## config.mk

```make
export PLATFORM = sky130hd
export DESIGN_NAME = fetch_stage
export DESIGN_NICKNAME = d
export VERILOG_FILES = /design/src/rtl/fetch_pkg.sv /design/src/rtl/fetch_fifo.sv /design/src/rtl/fetch_stage.sv
export SDC_FILE = /design/constraint.sdc
export NUM_CORES = 1
export LEC_CHECK = 0
export BUFFER_PORTS_ARGS = -buffer_cell sky130_fd_sc_hd__buf_2
export CORE_MARGIN = 1.5
export CORE_UTILIZATION = 40
export DETAILED_ROUTE_END_ITERATION = 7
export GPL_ROUTABILITY_DRIVEN = 0
export PLACE_DENSITY = 0.66
export SLEW_MARGIN = 20
export SYNTH_ARGS = -nofsm -noshare
export SYNTH_HDL_FRONTEND = slang
export SYNTH_SLANG_ARGS = --single-unit
```

## constraint.sdc

```tcl
create_clock -name clk -period 9.2 [get_ports clk]
set_input_delay 2.76 -clock clk [delete_from_list [all_inputs] [get_ports clk]]
set_output_delay 2.76 -clock clk [all_outputs]
set_load 0.02 [all_outputs]
```

## src/rtl/fetch_pkg.sv

```systemverilog
// rtl/fetch_pkg.sv - shared types and constants for the instruction fetch stage
package fetch_pkg;

   typedef enum logic [1:0] {
      IDLE  = 2'd0,
      WAIT  = 2'd1,
      DRAIN = 2'd2
   } fetch_state_e;

   localparam logic [31:0] FETCH_NOP = 32'h0000_0000;

   typedef struct packed {
      logic [31:0] pc;
      logic [31:0] instr;
      logic        err;
   } fetch_entry_t;

endpackage

```

## src/rtl/fetch_fifo.sv

```systemverilog
// rtl/fetch_fifo.sv - fetch buffer: DEPTH entries of {pc, instr, err}, registered head
module fetch_fifo
   import fetch_pkg::*;
#(
   parameter int DEPTH = 2
) (
   input  logic                   clk,
   input  logic                   rst,
   input  logic                   push,
   input  logic                   pop,
   input  logic                   clear,
   input  fetch_entry_t           wr_entry,
   output fetch_entry_t           head,
   output logic [$clog2(DEPTH):0] count
);

   localparam int AW = $clog2(DEPTH);
   localparam int CW = AW + 1;

   fetch_entry_t  mem [DEPTH];
   logic [AW-1:0] rd_ptr;
   logic [AW-1:0] wr_ptr;
   logic          do_pop;

   assign do_pop = pop & (count != '0);

   // Storage is reset too so the head reads as all-zero out of reset.
   always_ff @(posedge clk or posedge rst) begin
      if (rst) begin
         rd_ptr <= '0;
         wr_ptr <= '0;
         count  <= '0;
         for (int i = 0; i < DEPTH; i++) begin
            mem[i] <= '0;
         end
      end else if (clear) begin
         rd_ptr <= '0;
         wr_ptr <= '0;
         count  <= '0;
      end else begin
         if (push) begin
            mem[wr_ptr] <= wr_entry;
            wr_ptr      <= wr_ptr + AW'(1);
         end
         if (do_pop) begin
            rd_ptr <= rd_ptr + AW'(1);
         end
         case ({push, do_pop})
            2'b10:   count <= count + CW'(1);
            2'b01:   count <= count - CW'(1);
            default: count <= count;
         endcase
      end
   end

   assign head = mem[rd_ptr];

endmodule

```

## src/rtl/fetch_stage.sv

```systemverilog
// rtl/fetch_stage.sv - instruction fetch stage, one outstanding imem request, FIFO to decode
// FETCH_MISALIGN_CHECK_EN: misaligned PCs push an error entry instead of fetching.
module fetch_stage
   import fetch_pkg::*;
#(
   parameter int DEPTH = 2
) (
   input  logic        clk,
   input  logic        rst,
   input  logic [31:0] pc,
   output logic [31:0] pc_plus_4,
   output logic        pc_hold,
   input  logic        flush,
   output logic        imem_req_valid,
   input  logic        imem_req_ready,
   output logic [31:0] imem_addr,
   input  logic        imem_rsp_valid,
   input  logic [31:0] imem_rsp_data,
   output logic        id_valid,
   input  logic        id_ready,
   output logic [31:0] id_pc,
   output logic [31:0] id_pc_plus_4,
   output logic [31:0] id_instr,
   output logic        id_err
);

   localparam int CW = $clog2(DEPTH) + 1;
   localparam int RW = CW + 1;

   fetch_state_e  state;
   fetch_state_e  state_next;
   logic [31:0]   req_pc;
   logic [CW-1:0] count;
   fetch_entry_t  head;
   fetch_entry_t  push_entry;
   logic          push;
   logic          pop;
   logic          busy;
   logic          room;
   logic          mis;
   logic          mis_push;
   logic          issue_slot;
   logic          fire;

   assign busy = (state != IDLE);
   assign pop  = id_valid & id_ready;

   // A head consumed this cycle frees its slot, so back-to-back issue keeps
   // one instruction per cycle flowing with only two entries.
   assign room = ({1'b0, count} + RW'(busy)) < (RW'(DEPTH) + RW'(pop));

`ifdef FETCH_MISALIGN_CHECK_EN
   assign mis = (pc[1:0] != 2'b00);
`else
   assign mis = 1'b0;
`endif

   assign issue_slot     = !flush & room & ((state == IDLE) | ((state == WAIT) & imem_rsp_valid));
   assign imem_req_valid = !rst & issue_slot & !mis;
   assign mis_push       = !rst & !flush & room & (state == IDLE) & mis;
   assign fire           = imem_req_valid & imem_req_ready;
   assign pc_hold        = rst | (!fire & !flush & !mis_push);

   assign imem_addr = {pc[31:2], 2'b00};
   assign pc_plus_4 = pc + 32'd4;

   always_ff @(posedge clk or posedge rst) begin
      if (rst) begin
         state  <= IDLE;
         req_pc <= '0;
      end else begin
         state <= state_next;
         if (fire) begin
            req_pc <= pc;
         end
      end
   end

   always_comb begin
      state_next = state;
      push       = 1'b0;
      push_entry = '{pc: req_pc, instr: imem_rsp_data, err: 1'b0};
      case (state)
         IDLE: begin
            if (mis_push) begin
               push       = 1'b1;
               push_entry = '{pc: pc, instr: FETCH_NOP, err: 1'b1};
            end else if (fire) begin
               state_next = WAIT;
            end
         end
         WAIT: begin
            if (flush) begin
               state_next = imem_rsp_valid ? IDLE : DRAIN;
            end else if (imem_rsp_valid) begin
               push       = 1'b1;
               state_next = fire ? WAIT : IDLE;
            end
         end
         DRAIN: begin
            // The killed request's response is swallowed here.
            if (imem_rsp_valid) begin
               state_next = IDLE;
            end
         end
         default: state_next = IDLE;
      endcase
   end

   fetch_fifo #(
      .DEPTH (DEPTH)
   ) u_fifo (
      .clk      (clk),
      .rst      (rst),
      .push     (push),
      .pop      (pop),
      .clear    (flush),
      .wr_entry (push_entry),
      .head     (head),
      .count    (count)
   );

   assign id_valid     = (count != '0);
   assign id_pc        = head.pc;
   assign id_pc_plus_4 = head.pc + 32'd4;
   assign id_instr     = head.instr;
   assign id_err       = head.err;

endmodule

```

Word level (Yosys, flattened, before mapping)
Index checks and enable logic that the tools add are counted.
{"block": "classes", "addsub": 8, "n_lt_le_gt_ge": 4, "n_eq_ne": 7, "muxes": 22, "bitwise_logic": 13, "reduce_logical": 12}
{"op": "$mux W65", "n": 4}
{"op": "$bwmux W130", "n": 1}
{"op": "$demux W65 S1", "n": 1}
{"op": "$add A32 B3 Y32 const B", "n": 2}
{"op": "$mux W2", "n": 6}
{"op": "$and A1 B1 Y1", "n": 8}
{"op": "$mux W1", "n": 8}
{"op": "$reduce_bool A2 Y1", "n": 4}
{"op": "$pmux W2 S3", "n": 1}
{"op": "$eq A2 B1 Y1 const B", "n": 2}
{"op": "$eq A2 B2 Y1 const B", "n": 2}
{"op": "$ge A2 B2 Y1 const B", "n": 2}
{"op": "$ne A2 B2 Y1 const B", "n": 2}
{"op": "$not A1 Y2", "n": 2}
{"op": "$pmux W2 S2", "n": 1}
{"op": "$add A2 B1 Y3", "n": 1}
{"op": "$add A2 B1 Y3 const A", "n": 1}
{"op": "$logic_not A1 Y1", "n": 3}
{"op": "$lt A3 B3 Y1", "n": 1}
{"op": "$ne A3 B3 Y1 const B", "n": 1}
{"op": "$reduce_and A3 Y1", "n": 1}
{"op": "$reduce_bool A3 Y1", "n": 1}
{"op": "$add A1 B1 Y1 const B", "n": 2}
{"op": "$add A2 B1 Y2 const B", "n": 1}
{"op": "other kinds (7)", "n": 8}
{"block": "totals", "regBits": 168}

Longest topological paths before layout
Gate-level depths: netlist of run 1.
{"block": "depth", "word_depth": 12, "mapped_depth": 12, "mapped_depth_nobuf": 8}

Cells and area by module
Synthesis of run 1 repeated with hierarchy kept, for this count alone.
{"block": "unflattened", "hier_cells": 658, "area_unflattened_um2": 8919.8}
{"module": "fetch_fifo", "n_inst": 1, "cells_per_inst": 368, "area_each_um2": 6078.3}
{"module": "fetch_stage", "n_inst": 1, "cells_per_inst": 290, "area_each_um2": 2841.5}

Worst setup path before layout of run 1
No wires, ideal clock.
{"block": "synth_timing", "kind": "input-to-output", "startpoint": "input port rst", "endpoint": "output port pc_hold", "t_arrival_ns": 7.507, "required_ns": 6.440, "slack_ns": -1.067, "stages": 2, "cell_sequence": "inv_1 > o21ai_0"}
{"block": "synth_via", "elab_chain_cells": 6}
{"element": "start, declared", "line": "fetch_stage.sv:9", "source": "input logic rst,"}
{"element": "$logic_not A1 Y1 (no line)"}
{"element": "$and A1 B1 Y1", "line": "fetch_stage.sv:59", "source": "assign imem_req_valid = !rst & issue_slot & !mis;"}
{"element": "$and A1 B1 Y1", "line": "fetch_stage.sv:61", "source": "assign fire = imem_req_valid & imem_req_ready;"}
{"element": "$logic_not A1 Y1", "line": "fetch_stage.sv:62", "source": "assign pc_hold = rst | (!fire & !flush & !mis_push);"}
{"element": "$and A1 B1 Y1", "line": "fetch_stage.sv:62"}
{"element": "$or A1 B1 Y1 *", "line": "fetch_stage.sv:62"}
{"element": "end, declared", "line": "fetch_stage.sv:12", "source": "output logic pc_hold,"}
Mark *: on every way between the ends. The rest lies on a longest branch, timed or not.

Final worst setup path of run 1
{"block": "layout_timing", "startpoint": "input port pc[2]", "endpoint": "output port pc_plus_4[30]"}
{"block": "layout_via", "elab_chain_cells": 1}
{"element": "start, declared", "line": "fetch_stage.sv:10", "source": "input logic [31:0] pc,"}
{"element": "$add A32 B3 Y32", "line": "fetch_stage.sv:65", "source": "assign pc_plus_4 = pc + 32'd4;"}
{"element": "end, declared", "line": "fetch_stage.sv:11", "source": "output logic [31:0] pc_plus_4,"}
Every way passes these cells.

==> impl_metrics.json, run 1 <==
{
  "status": "completed",
  "cp-start-kind": "input port",
  "final_cell_mix": "buf_2, mux2_2, dfrtp_1",
  "fillers": 1940,
  "crit_required_ns": 6.44,
  "timing.slew.headroom": 0.335,
  "dr.pass1.iters": 4,
  "synth_flop_cell": "dfrtp_1",
  "grt_overflow": 0,
  "p_seq_frac": 0.384,
  "dieArea_um2": 22600,
  "cts_resized": 0,
  "hpwlAfterDp_um": 13500,
  "synth_top_area_frac": 0.479,
  "dpl-instance-area_um2": 9770,
  "antenna_found_initial": 0,
  "final_area_um2": 10300,
  "finalHoldViolCount": 0,
  "finalCritPeriodShare": 0.839,
  "avgRoutedWirePerCell_um": 16.5,
  "syn_area_per_cell_um2": 12.6,
  "synth_area_um2": 8670,
  "grt_pass1_vias": 5675,
  "holdWs_ns": 0.484,
  "p_sw_mw": 0.934,
  "root_buffer": "clkbuf_16",
  "drc": 0,
  "finish.utilization": 0.489,
  "combPwrFrac": 0.350,
  "core_region_area_um2": 21200,
  "final_antenna_net_count": 0,
  "die_h_um": 150,
  "die_w_um": 150,
  "ff_latch_area_um2": 4160,
  "cap_violations": 0,
  "synth_warnings": 0,
  "std_cell_rows": 53,
  "power_density_nw_per_um2": 251,
  "grt_pass1_wl_um": 30400,
  "ir_drop_mv": 0.128,
  "yosys_register_bits": 166,
  "slew_viol_final": 0,
  "clock_latency_ns": 0.41,
  "antenna_cells": 0,
  "synthTopCellsByArea": "dfrtp_1, mux2_2, buf_4",
  "critPathMaxFanout": 6,
  "crit_type": "input port to output pin",
  "layout-drive-gt1-share": 0.548,
  "multiInputGateArea_um2": 4030,
  "setup_viol": 0,
  "hold_class": "register to register",
  "clk_path_buf_depth": 2,
  "path_clk_slew_ns": 0.06,
  "nets": 951,
  "initial_core_util": 0.410,
  "grt_start_max_net_pins": 78,
  "fin_skew_ns": 0.00908,
  "pwr-share-clk": 0.266,
  "fmax_ghz": 0.130,
  "ys_seq_area_frac": 0.479,
  "rsz0062_at_grt": "false",
  "tightest_slew_ns": 0.998,
  "design.portCount": 234,
  "p_leak_nw": 5.07,
  "via_count": 5772,
  "numPortBuffers": 230,
  "fin_crit_ns": 7.72,
  "p_int_mw": 1.66,
  "wl_um": 19200,
  "hold_buffers": 0,
  "grt_usage": 0.173,
  "cts_max_level": 4,
  "synth-edff-count": 0,
  "routed_via_density": 4.95,
  "netlist-cell-type-count": 54,
  "p_sw_frac": 0.359,
  "netlist_instances": 687,
  "cts_sinks": 166,
  "timing.reg2reg.setup_slack_ns": 6.53,
  "post_cts_buffers": 0,
  "drtIter0Drc": 184,
  "tns_ns": 0,
  "crit_path_end_kind": "output pin",
  "cts_buffers": 17,
  "synth.largest_area_cell": "dfrtp_1",
  "ys_async_sr_fraction": 1.00,
  "cts_tree": "done",
  "syn_to_final_growth_pct": 19.3,
  "final_common_cell": "buf_2",
  "arrival_ns": 4.96
}
==> sequential cells by signal (all words and copies together) (netlist names) <==
name           cells
u_fifo.rd_ptr      1
u_fifo.mem       128
u_fifo.count       2
req_pc            32
state              2
u_fifo.wr_ptr      1
==> kinds of logic (layout without fill, tap and decap cells) <==
| kind of cell | Yosys count | count (layout) | share of synthesized area |
|---|---|---|---|
| buf+inv | 81 | 282 | 0.0597 |
| flops | 166 | 166 | 0.479 |
| fa+ha+maj | 4 | 4 | 0.00577 |
| other cells | 1 | 3 | 0.000432 |
| simple gates | 130 | 130 | 0.0852 |
| mux | 222 | 222 | 0.287 |
| compound gates | 24 | 24 | 0.0234 |
| xor+xnor | 59 | 59 | 0.0596 |
==> critical path, cell delays in order <==
cell and delay, ns:
buf_2 0.14, ha_1 0.21, and4_1 0.26, nor3b_1 0.67, nand4_1 0.38, nor2_1 0.21, xnor2_1 0.13, buf_2 0.20
==> through the flow <==
| step | worst slack [ns] | std cells | total power, mW |
|---|---|---|---|
| after floorplan | 0.426 | 689 | 1.64 |
| after global placement | 1.48 | 1133 | 1.92 |
| after detailed placement | 1.50 | 1133 | 1.93 |
| after CTS | 1.50 | 1165 | 2.63 |
| after global routing | 1.33 | 1165 | 2.75 |
| final | 1.48 | 1165 | 2.60 |
==> per-layer routing <==
metal | global-route usage | part of all wire | up-vias
met3 | 0.0352 | 0.042 | 17
met2 | 0.283 | 0.48 | 146
met5 | 0 | 0 | -
met1 | 0.232 | 0.46 | 2853
met4 | 0.0475 | 0.015 | 0
li1 | - | - | 2756
==> power groups by stage <==
stage          clock [mW]  sequential [mW]  combinational, mW
2_1_floorplan           0            0.974              0.665
3_3_place_gp            0             1.01              0.912
3_5_place_dp            0             1.01              0.920
4_1_cts             0.708            0.999              0.925
5_1_grt             0.742             1.02              0.980
6_report            0.691            0.998              0.910
==> synth_stat cells (all sizes together) (2+ instances only) <==
master and number:
mux2 214, dfrtp 166, buf 64, xnor2 36
nand2 35, xor2 23, nor2 21, inv 16
nand3 16, nand4 16, nor3 9, mux2i 8
a21oi 7, and3 6, nand4b 6, o21ai 5
ha 4, nor2b 4, a22oi 3, nand2b 3
nand3b 3, or2 3, and2 2, and4 2
==> area by class of cell <==
type,instances,area share
clock buffers,19,0.0438
clock inverters,13,0.0119
inverters,16,0.00617
multi-input cells,442,0.389
flip-flops and latches,166,0.402
well taps,275,0.0333
repair buffers,234,0.114
==> worst paths after layout <==
check,startpoint,end,depth (start not counted)
min in group asynchronous,rst,u_fifo.mem[27],2
hold / removal,u_fifo.mem[89],u_fifo.mem[89],1
setup reg to reg,state[1],req_pc[29],7
max in group asynchronous,rst,u_fifo.rd_ptr,3
hold reg to reg,u_fifo.mem[89],u_fifo.mem[89],1
setup / recovery,pc[2],pc_plus_4[30],8
No activity file was read; power rests on OpenSTA's default activity.
==> inputs of run 2 (changes only) <==
ABC_AREA = 1   (was unset)
clock period = 6.5 ns   (was 9.2 ns; I/O delays follow)
==> run 2 against run 1 <==
Net effect:
- final area is 3.5% higher
- clock power is 45% higher
- routed wire length is 25% higher
- critical path type unchanged
- setup slack worse by 0.54 ns
==> impl_metrics.json, run 2 <==
{
  "final_cell_mix": "nand2_1, buf_2, dfrtp_1",
  "cts_sinks": 166,
  "crit_required_ns": 4.55,
  "rsz0062_at_grt": "false",
  "crit_path_end_kind": "output pin",
  "setup_viol": 0,
  "finalCritPeriodShare": 0.856,
  "slew_viol_final": 0,
  "tns_ns": 0,
  "power_density_nw_per_um2": 450,
  "synthTopCellsByArea": "dfrtp_1, nand2_1, inv_1",
  "p_total_mw": 4.82,
  "root_buffer": "clkbuf_16",
  "fin_ws_ns": 0.935,
  "std_cell_rows": 54,
  "via_count": 8061,
  "clock_latency_ns": 0.42,
  "dieArea_um2": 23600,
  "layout-drive-gt1-share": 0.230,
  "hold_buffers": 0,
  "yosys_register_bits": 166,
  "avgRoutedWirePerCell_um": 14.2,
  "ir_drop_mv": 0.173,
  "arrival_ns": 3.61,
  "antenna_cells": 0,
  "crit_type": "input port to output pin",
  "die_h_um": 154,
  "drtIter0Drc": 557,
  "grt_pass1_wl_um": 39100,
  "cap_violations": 0,
  "cts_tree": "done",
  "grt_usage": 0.208,
  "reg_top3": "u_fifo.mem (128), req_pc (32)",
  "yosysMostFrequentCell": "nand2_1",
  "clk_path_buf_depth": 2,
  "cts_max_level": 4,
  "antenna_found_initial": 0,
  "critical_path.cell_chain": "buf_2, ha_1, nand3_1, nor3_1, nand4_1, o21ai_0, nand2_1, buf_2",
  "die_w_um": 154,
  "cts_resized": 0,
  "grt_start_max_net_pins": 167,
  "drc": 0,
  "ys_seq_area_frac": 0.457,
  "hold_class": "register to register",
  "hpwlAfterDp_um": 17300,
  "synth-edff-count": 0,
  "final_area_um2": 10700,
  "critPathMaxFanout": 5,
  "synth_commonest_cells": "nand2_1, dfrtp_1, inv_1",
  "ys_async_sr_fraction": 1.00,
  "wl_um": 24100,
  "largest_register": "u_fifo.mem",
  "path_clk_slew_ns": 0.07,
  "post_cts_buffers": 0,
  "fillers": 2216,
  "dr.pass1.iters": 5,
  "critPathMaxStageDelay_ns": 0.41,
  "synth_warnings": 0,
  "initial_core_util": 0.412,
  "dpl-instance-area_um2": 10100,
  "design.portCount": 234,
  "status": "completed",
  "core_region_area_um2": 22100,
  "nets": 1479,
  "grt_pass1_vias": 7531,
  "final_common_cell": "nand2_1",
  "cts_buffers": 17,
  "synth_area_um2": 9090,
  "finalHoldViolCount": 0,
  "fmax_ghz": 0.180,
  "holdWs_ns": 0.481,
  "synth_top_area_frac": 0.457,
  "cp-start-kind": "input port",
  "final-instance-count-excl-fill": 1697,
  "largest_reg_flops": 128,
  "numPortBuffers": 230,
  "grt_overflow": 0,
  "fin_crit_ns": 5.56,
  "routed_via_density": 4.75,
  "finish.utilization": 0.485,
  "netlist_instances": 1232,
  "dpl_worst_slack_ns": 0.984,
  "final_antenna_net_count": 0,
  "synth.largest_area_cell": "dfrtp_1",
  "netlist-cell-type-count": 32,
  "synth_flop_cell": "dfrtp_1",
  "dp_cells": 1666,
  "timing.slew.headroom": 0.385,
  "path_common_cell": "buf_2",
  "syn_area_per_cell_um2": 7.38,
  "p_leak_nw": 5.81,
  "tightest_slew_ns": 0.921,
  "syn_to_final_growth_pct": 17.8,
  "crit_slowest_cell": "nor3_1",
  "fin_skew_ns": 0.0116
}
run 2: cell count changes after synthesis, moves of 15 or more:
cell	change
nand2_2	+26
mux2_1	-16
xnor2_1	-26
o21ai_0	+82
nor2_1	+96
o21ai_1	+19
nand2_1	+375
a21oi_1	+55
nor2_2	+15
inv_1	+124
mux2_2	-193
run 2: cell type report:
| class | count | area (µm²) | area share |
|---|---|---|---|
| Inverter | 143 | 543 | 0.0507 |
| Clock buffer | 18 | 439 | 0.0410 |
| Sequential cell | 166 | 4160 | 0.388 |
| Timing Repair Buffer | 236 | 1210 | 0.113 |
| Multi-Input combinational cell | 841 | 3870 | 0.361 |
| Clock inverter | 13 | 146 | 0.0137 |
| Tap cell | 280 | 350 | 0.0327 |
run 2: routing by layer:
layer / vias up / part of all wire / global-route usage
met5: - / 0 / 0
met4: 0 / 0.016 / 0.0550
met1: 3663 / 0.47 / 0.287
met3: 33 / 0.059 / 0.0397
met2: 280 / 0.46 / 0.338
li1: 4085 / - / -
run 2: final timing paths:
kind / from / end / slack (ns) / cells after the start
max: pc[3] / pc_plus_4[24] / 0.94 / 8
min: state[0] / state[1] / 0.48 / 1
max reg2reg: state[0] / u_fifo.mem[14] / 4.24 / 7
min reg2reg: state[0] / state[1] / 0.48 / 1
max in group asynchronous: rst / u_fifo.mem[5] / 4.02 / 3
min in group asynchronous: rst / state[1] / 1.81 / 3
run 2: report_power, final:
part           switching [mW]  internal [mW]  total (mW)
sequential              0.218           1.41        1.62
clock                   0.421          0.579        1.00
combinational            1.54          0.659        2.20
total                    2.18           2.64        4.82
run 2: kinds of logic (layout without fill, tap and decap cells):
logic type	count (synthesis)	in the layout	synth area share
flip-flops	166	166	0.457
AND/OR/NAND/NOR	618	618	0.277
other	1	3	0.000412
adder cells (fa/ha/maj)	4	4	0.00550
buffers and inverters	227	410	0.120
XOR/XNOR	40	40	0.0385
multiplexers	5	5	0.00619
AO/OA/AOI/OAI	171	171	0.0959
run 2: critical path, delay by kind of cell:
kind                     cells  cell delay (ns)
AO/OA/AOI/OAI                1             0.23
adder cells (fa/ha/maj)      1             0.20
buffers and inverters        2             0.29
AND/OR/NAND/NOR              4             0.95
